`config.mk`:
```
export PLATFORM = sky130hd
export DESIGN_NAME = lane_merge_mux_flat
export DESIGN_NICKNAME = d
export VERILOG_FILES = /design/src/rtl/lane_merge_pkg.sv /design/src/rtl/lane_merge_mux_if.sv /design/src/rtl/lane_merge_mux_rr_arbiter.sv /design/src/rtl/lane_merge_mux.sv /design/src/flat_wrapper.sv
export SDC_FILE = /design/constraint.sdc
export NUM_CORES = 1
export LEC_CHECK = 0
export ABC_AREA = 0
export CORE_AREA = 2 2 49 51
export CTS_BUF_LIST = sky130_fd_sc_hd__clkbuf_16
export CTS_CLUSTER_DIAMETER = 200
export DETAILED_ROUTE_END_ITERATION = 16
export DIE_AREA = 0 0 51 53
export GPL_ROUTABILITY_DRIVEN = 0
export PLACE_DENSITY = 0.8
export SETUP_SLACK_MARGIN = 0.05
export SLEW_MARGIN = 20
export SYNTH_ARGS = -nofsm -noshare
export SYNTH_HDL_FRONTEND = slang
export SYNTH_HIERARCHICAL = 1
export SYNTH_SLANG_ARGS = --single-unit
```
`constraint.sdc`:
```
create_clock -name clk -period 4.5 [get_ports clk]
set_clock_uncertainty 0.1 [all_clocks]
set_input_delay 0.9 -clock clk [delete_from_list [all_inputs] [get_ports clk]]
set_output_delay 0.9 -clock clk [all_outputs]
set_load 0.05 [all_outputs]
```
`src/rtl/lane_merge_pkg.sv`:
```
// Shared constants, types and helpers for the lane merge mux.
// Optional lane tagging is controlled by LANE_MERGE_TAG_EN.
package lane_merge_pkg;

  localparam int ARB_RR     = 0;
  localparam int ARB_FIXED  = 1;
  localparam int DATA_W_DEF = 8;

  typedef logic [DATA_W_DEF-1:0] lane_word_t;

  // Index width for n lanes; never narrower than one bit.
  function automatic int lane_idx_w(input int n);
    if ($clog2(n) < 1) return 1;
    return $clog2(n);
  endfunction

endpackage

```
`src/rtl/lane_merge_mux_if.sv`:
```
// Handshake bundle for the lane merge mux; lane_id only exists with LANE_MERGE_TAG_EN.
// valid/ready: a word moves on a lane when valid and ready are both high at a rising clk edge.
interface lane_merge_mux_if #(
  parameter int DATA_W    = 8,
  parameter int NUM_LANES = 4
);
  import lane_merge_pkg::*;

  localparam int IDX_W = lane_idx_w(NUM_LANES);

  logic [NUM_LANES*DATA_W-1:0] data_in;
  logic [NUM_LANES-1:0]        valid_in;
  logic [NUM_LANES-1:0]        ready_out;
  logic [DATA_W-1:0]           data_out;
  logic                        valid_out;
  logic                        ready_in;
`ifdef LANE_MERGE_TAG_EN
  logic [IDX_W-1:0]            lane_id;
`endif

  modport slave (
    input  data_in, valid_in, ready_in,
    output ready_out, data_out, valid_out
`ifdef LANE_MERGE_TAG_EN
    , output lane_id
`endif
  );

  modport master (
    output data_in, valid_in, ready_in,
    input  ready_out, data_out, valid_out
`ifdef LANE_MERGE_TAG_EN
    , input lane_id
`endif
  );

endinterface

```
`src/rtl/lane_merge_mux_rr_arbiter.sv`:
```
// Combinational lane arbiter: round-robin from ptr_i, or fixed lowest-index priority.
module rr_arbiter
  import lane_merge_pkg::*;
#(
  parameter int NUM_LANES = 4,
  parameter int ARB_MODE  = ARB_RR,
  parameter int IDX_W     = lane_idx_w(NUM_LANES)
) (
  input  logic [NUM_LANES-1:0] req_i,
  input  logic [IDX_W-1:0]     ptr_i,
  input  logic                 en_i,
  output logic [NUM_LANES-1:0] gnt_o,
  output logic [IDX_W-1:0]     gnt_idx_o
);

  int   start;
  int   k;
  logic found;

  always_comb begin
    gnt_o     = '0;
    gnt_idx_o = '0;
    found     = 1'b0;
    k         = 0;
    start     = (ARB_MODE == ARB_FIXED) ? 0 : int'(ptr_i);
    for (int i = 0; i < NUM_LANES; i++) begin
      k = start + i;
      if (k >= NUM_LANES) k = k - NUM_LANES;
      if (!found && req_i[k]) begin
        found     = 1'b1;
        gnt_idx_o = IDX_W'(k);
      end
    end
    // gnt_idx_o stays informative when disabled; only the one-hot is gated.
    if (found && en_i) gnt_o[gnt_idx_o] = 1'b1;
  end

endmodule

```
`src/rtl/lane_merge_mux.sv`:
```
// N-to-1 lane merger with a registered output stage and per-lane valid/ready.
// Define LANE_MERGE_TAG_EN to add the registered lane_id source tag.
module lane_merge_mux
  import lane_merge_pkg::*;
#(
  parameter int DATA_W    = 8,
  parameter int NUM_LANES = 4,
  parameter int ARB_MODE  = ARB_RR
) (
  input  logic             clk,
  input  logic             reset,
  lane_merge_mux_if.slave  bus
);

  localparam int IDX_W = lane_idx_w(NUM_LANES);

  logic                 load;
  logic                 take;
  logic [NUM_LANES-1:0] gnt;
  logic [IDX_W-1:0]     gnt_idx;
  logic [IDX_W-1:0]     rr_ptr_q, rr_ptr_d;
  logic [DATA_W-1:0]    data_q, data_d;
  logic                 valid_q, valid_d;
`ifdef LANE_MERGE_TAG_EN
  logic [IDX_W-1:0]     lane_q, lane_d;
`endif

  // The register can accept a word when empty or being drained this cycle.
  assign load = !valid_q | bus.ready_in;

  rr_arbiter #(
    .NUM_LANES (NUM_LANES),
    .ARB_MODE  (ARB_MODE),
    .IDX_W     (IDX_W)
  ) u_arb (
    .req_i     (bus.valid_in),
    .ptr_i     (rr_ptr_q),
    .en_i      (load & !reset),
    .gnt_o     (gnt),
    .gnt_idx_o (gnt_idx)
  );

  assign bus.ready_out = gnt;
  assign take          = |gnt;

  always_comb begin
    data_d   = data_q;
    valid_d  = valid_q;
    rr_ptr_d = rr_ptr_q;
`ifdef LANE_MERGE_TAG_EN
    lane_d   = lane_q;
`endif
    if (take) begin
      data_d  = bus.data_in[int'(gnt_idx)*DATA_W +: DATA_W];
      valid_d = 1'b1;
`ifdef LANE_MERGE_TAG_EN
      lane_d  = gnt_idx;
`endif
      if (ARB_MODE == ARB_RR)
        rr_ptr_d = (gnt_idx == IDX_W'(NUM_LANES-1)) ? '0 : gnt_idx + IDX_W'(1);
    end else if (load) begin
      valid_d = 1'b0;
    end
  end

  always_ff @(posedge clk or posedge reset) begin
    if (reset) begin
      data_q   <= '0;
      valid_q  <= 1'b0;
      rr_ptr_q <= '0;
`ifdef LANE_MERGE_TAG_EN
      lane_q   <= '0;
`endif
    end else begin
      data_q   <= data_d;
      valid_q  <= valid_d;
      rr_ptr_q <= rr_ptr_d;
`ifdef LANE_MERGE_TAG_EN
      lane_q   <= lane_d;
`endif
    end
  end

  assign bus.data_out  = data_q;
  assign bus.valid_out = valid_q;
`ifdef LANE_MERGE_TAG_EN
  assign bus.lane_id   = lane_q;
`endif

endmodule
```
`src/flat_wrapper.sv`:
```
// flat-port wrapper written by rule: the top's interface ports become plain ports
module lane_merge_mux_flat import lane_merge_pkg::*;
#(
  parameter int DATA_W    = 8,
  parameter int NUM_LANES = 4,
  parameter int ARB_MODE  = ARB_RR
)
  (clk, reset, bus_data_in, bus_valid_in, bus_ready_in, bus_ready_out, bus_data_out, bus_valid_out);
  lane_merge_mux_if #(.DATA_W(DATA_W), .NUM_LANES(NUM_LANES)) bus_i ();
  input  logic clk;
  input  logic reset;
  input wire logic [$bits(bus_i.data_in)-1:0] bus_data_in;
  input wire logic [$bits(bus_i.valid_in)-1:0] bus_valid_in;
  input wire logic [$bits(bus_i.ready_in)-1:0] bus_ready_in;
  output wire logic [$bits(bus_i.ready_out)-1:0] bus_ready_out;
  output wire logic [$bits(bus_i.data_out)-1:0] bus_data_out;
  output wire logic [$bits(bus_i.valid_out)-1:0] bus_valid_out;
  assign bus_i.data_in = bus_data_in;
  assign bus_i.valid_in = bus_valid_in;
  assign bus_i.ready_in = bus_ready_in;
  assign bus_ready_out = bus_i.ready_out;
  assign bus_data_out = bus_i.data_out;
  assign bus_valid_out = bus_i.valid_out;
  lane_merge_mux #(.DATA_W(DATA_W), .NUM_LANES(NUM_LANES), .ARB_MODE(ARB_MODE)) u_core (.clk(clk), .reset(reset), .bus(bus_i));
endmodule
```
==> flow_metrics.tcl, run 1 <==
set metrics [dict create \
    status "finished, final reports clean" \
    setup_violations 0 \
    drt-vias-per-instance 5.02 \
    yosys_warnings 6 \
    r2r_cells 7 \
    portBuffers 51 \
    rsz0062_at_grt "no" \
    leakage_nw 0.552 \
    period_share_pct 92.1 \
    h-tree-depth 1 \
    synth_area_um2 768 \
    layout-drive-gt1-share_pct 27.4 \
    ios 52 \
    grt_max_degree 12 \
    fillers 174 \
    first_pass_iters 1 \
    fin_nets 154 \
    antenna_cells 0 \
    dr_total_vias 708 \
    die_area_um2 2700 \
    cts_root_buf "clkbuf_16" \
    yosysTopAreaCell "dfrtp_1" \
    setup_ws_ps 356 \
    ant_nets 0 \
    die_h_um 53 \
    synth_area_per_cell_um2 13.2 \
    synth_top_area_share_pct 35.8 \
    grt_usage_pct 16.4 \
    cp-start-kind "input pin" \
    critical_path.max_fanout 11 \
    dp_slack_ps 350 \
    wl_mm 1.86 \
    cts_sinks 11 \
    worst_slew_pin_slew_ps 503 \
    grt_antenna_before_repair 0 \
    power.density_nw_per_um2 686 \
    synthesis.nets 98 \
    crit_type "in2out" \
    placed_area_um2 1320 \
    final_cell_mix "clkdlybuf4s50_1, mux2_2, dfrtp_1" \
    cap_violations 0 \
    synth_seq_cells 11 \
    clock_latency_ps 230 \
    overflow 0 \
    timing.rr.end "u_core/bus.data_out[5]$_DFFE_PP0P_" \
    drc 0 \
    ys_types 23 \
    die_w_um 51 \
    final_common_cell "clkdlybuf4s50_1" \
    ir_drop_uv 349 \
    worst_ep_arrival_time_ps 3140 \
    postLayoutCellArea_um2 1400 \
    cts_hold_buffers 0 \
    hold_class "reg2reg" \
    wl_per_cell_um 13.2 \
    slew_headroom_pct 66.4 \
    synth_area_leaders "dfrtp_1, mux4_2, mux2_2" \
    yosysSeqAreaShare_pct 35.8 \
    fmax_ghz 0.241 \
    synthCells 58 \
    clk_pin_slew_worst_paths_ps 40 \
    grt_first_pass_wirelength_mm 3.24 \
    r2r_start "u_core/rr_ptr_q[1]$_DFFE_PP0P_" \
    drt_iter0_markers 0 \
    post-cts-setup-buffer-count 0 \
    core_area_um2 2150 \
    cts.repair.resized 0 \
    setup_tns_ps 0 \
    clockBufferDepth 2 \
    dp_hpwl_mm 1.53 \
    cp-endpoint "bus_ready_out[0]" \
    start_util_pct 35.8 \
    cts_made_buffers 3 \
    startpoint "bus_valid_in[0]" \
    cp-end-kind "output port" \
    min_period_ps 4140 \
    required_ps 3500 \
    r2r_slack_ps 2100 \
    area_growth_pct 82.1 \
    row_count 17 \
    cts_tree "done" \
    finalHoldViolCount 0 \
    grt_pass1_vias 802 \
    slew_violations 0 \
    p_total_w 0.000959 \
]
-- metrics by stage --
stage	hold slack, ps	utilization [%]	std cells
detailed placement	398	61.4	137
CTS	407	65.1	141
global placement	388	61.4	137
floorplan	379	-	58
finish	406	65.1	141
global route	435	65.1	141
-- where the power goes --
| group | total, W | internal, W | switching, W |
|---|---|---|---|
| Combinational | 0.000615 | 0.000287 | 0.000327 |
| Sequential | 0.000187 | 0.000153 | 0.0000332 |
| Clock | 0.000158 | 0.000116 | 0.0000412 |
-- critical path, stage by stage --
cell	delay, ps
clkdlybuf4s50_1	550
a21oi_1	80
o21a_1	180
o22ai_2	200
inv_2	160
nor3b_2	240
clkdlybuf4s50_1	840
-- cells in the mapped netlist --
cell type and count:
dfrtp_1 11, mux2_2 11, mux4_2 8, inv_1 4
a21oi_1 2, nand2_1 2, nor2_1 2, nor4_1 2
o21a_1 2, a2bb2oi_1 1, buf_4 1, buf_6 1
clkbuf_1 1, ha_1 1, inv_2 1, nand2b_1 1
nor3_1 1, nor3_2 1, nor3b_1 1, nor3b_2 1
o21ai_0 1, o221ai_2 1, o22ai_2 1
-- state kept, by name (all words and copies together), names as in the netlist --
register	cells
u_core/bus.valid_out	1
u_core/bus.data_out	8
u_core/rr_ptr_q	2
-- cells by family after synthesis --
group                    after synthesis  synth area share [%]
multiplexers                          19                  39.6
AO/OA/AOI/OAI                          8                  8.63
adder cells (fa/ha/maj)                1                  1.63
buffers and inverters                  8                  5.37
AND/OR/NAND/NOR                       11                  8.96
flip-flops                            11                  35.8
-- how the worst min path moves through the flow --
stage                                       startpoint  slack (ps)                                 end  cells past startpoint
floorplan               u_core/rr_ptr_q[0]$_DFFE_PP0P_         380      u_core/rr_ptr_q[0]$_DFFE_PP0P_                      1
global placement    u_core/bus.data_out[5]$_DFFE_PP0P_         390  u_core/bus.data_out[5]$_DFFE_PP0P_                      1
detailed placement  u_core/bus.data_out[0]$_DFFE_PP0P_         400  u_core/bus.data_out[0]$_DFFE_PP0P_                      1
CTS                 u_core/bus.data_out[0]$_DFFE_PP0P_         410  u_core/bus.data_out[0]$_DFFE_PP0P_                      1
global route        u_core/bus.data_out[4]$_DFFE_PP0P_         430  u_core/bus.data_out[4]$_DFFE_PP0P_                      1
finish              u_core/bus.data_out[0]$_DFFE_PP0P_         410  u_core/bus.data_out[0]$_DFFE_PP0P_                      1
-- layout make-up --
type | count | area, um2 | area share, %
Multi-Input combinational cell | 39 | 458 | 32.7
Inverter | 5 | 18.8 | 1.34
Clock buffer | 3 | 75.1 | 5.37
Clock inverter | 1 | 3.75 | 0.268
Tap cell | 28 | 35.0 | 2.50
Timing Repair Buffer | 54 | 533 | 38.1
Sequential cell | 11 | 275 | 19.7
-- routing by layer --
layer	vias up	wire (um)	global-route usage [%]
met4	0	17	4.05
met3	2	169	4.52
met5	-	0	0
li1	334	-	-
met2	35	986	30.3
met1	337	687	18.6
Power figures use the tool's default switching activity.
==> run 2, diff against run 1 <==
==> constraint.sdc (replaced) <==
create_clock -name clk -period 5.05 [get_ports clk]
set_clock_uncertainty 0.1 [all_clocks]
set_input_delay 1.01 -clock clk [delete_from_list [all_inputs] [get_ports clk]]
set_output_delay 1.01 -clock clk [all_outputs]
set_load 0.05 [all_outputs]
==> results of run 2 <==
Same layout as run 1 (identical final DEF). Status: finished, final reports clean.
Main changes from that run: setup slack after placement 350 ps -> 680 ps; setup slack after layout 356 ps -> 686 ps; register-to-register setup slack 2100 ps -> 2650 ps; total power 0.000959 W -> 0.000854 W; worst IR drop on VDD 349 uV -> 311 uV
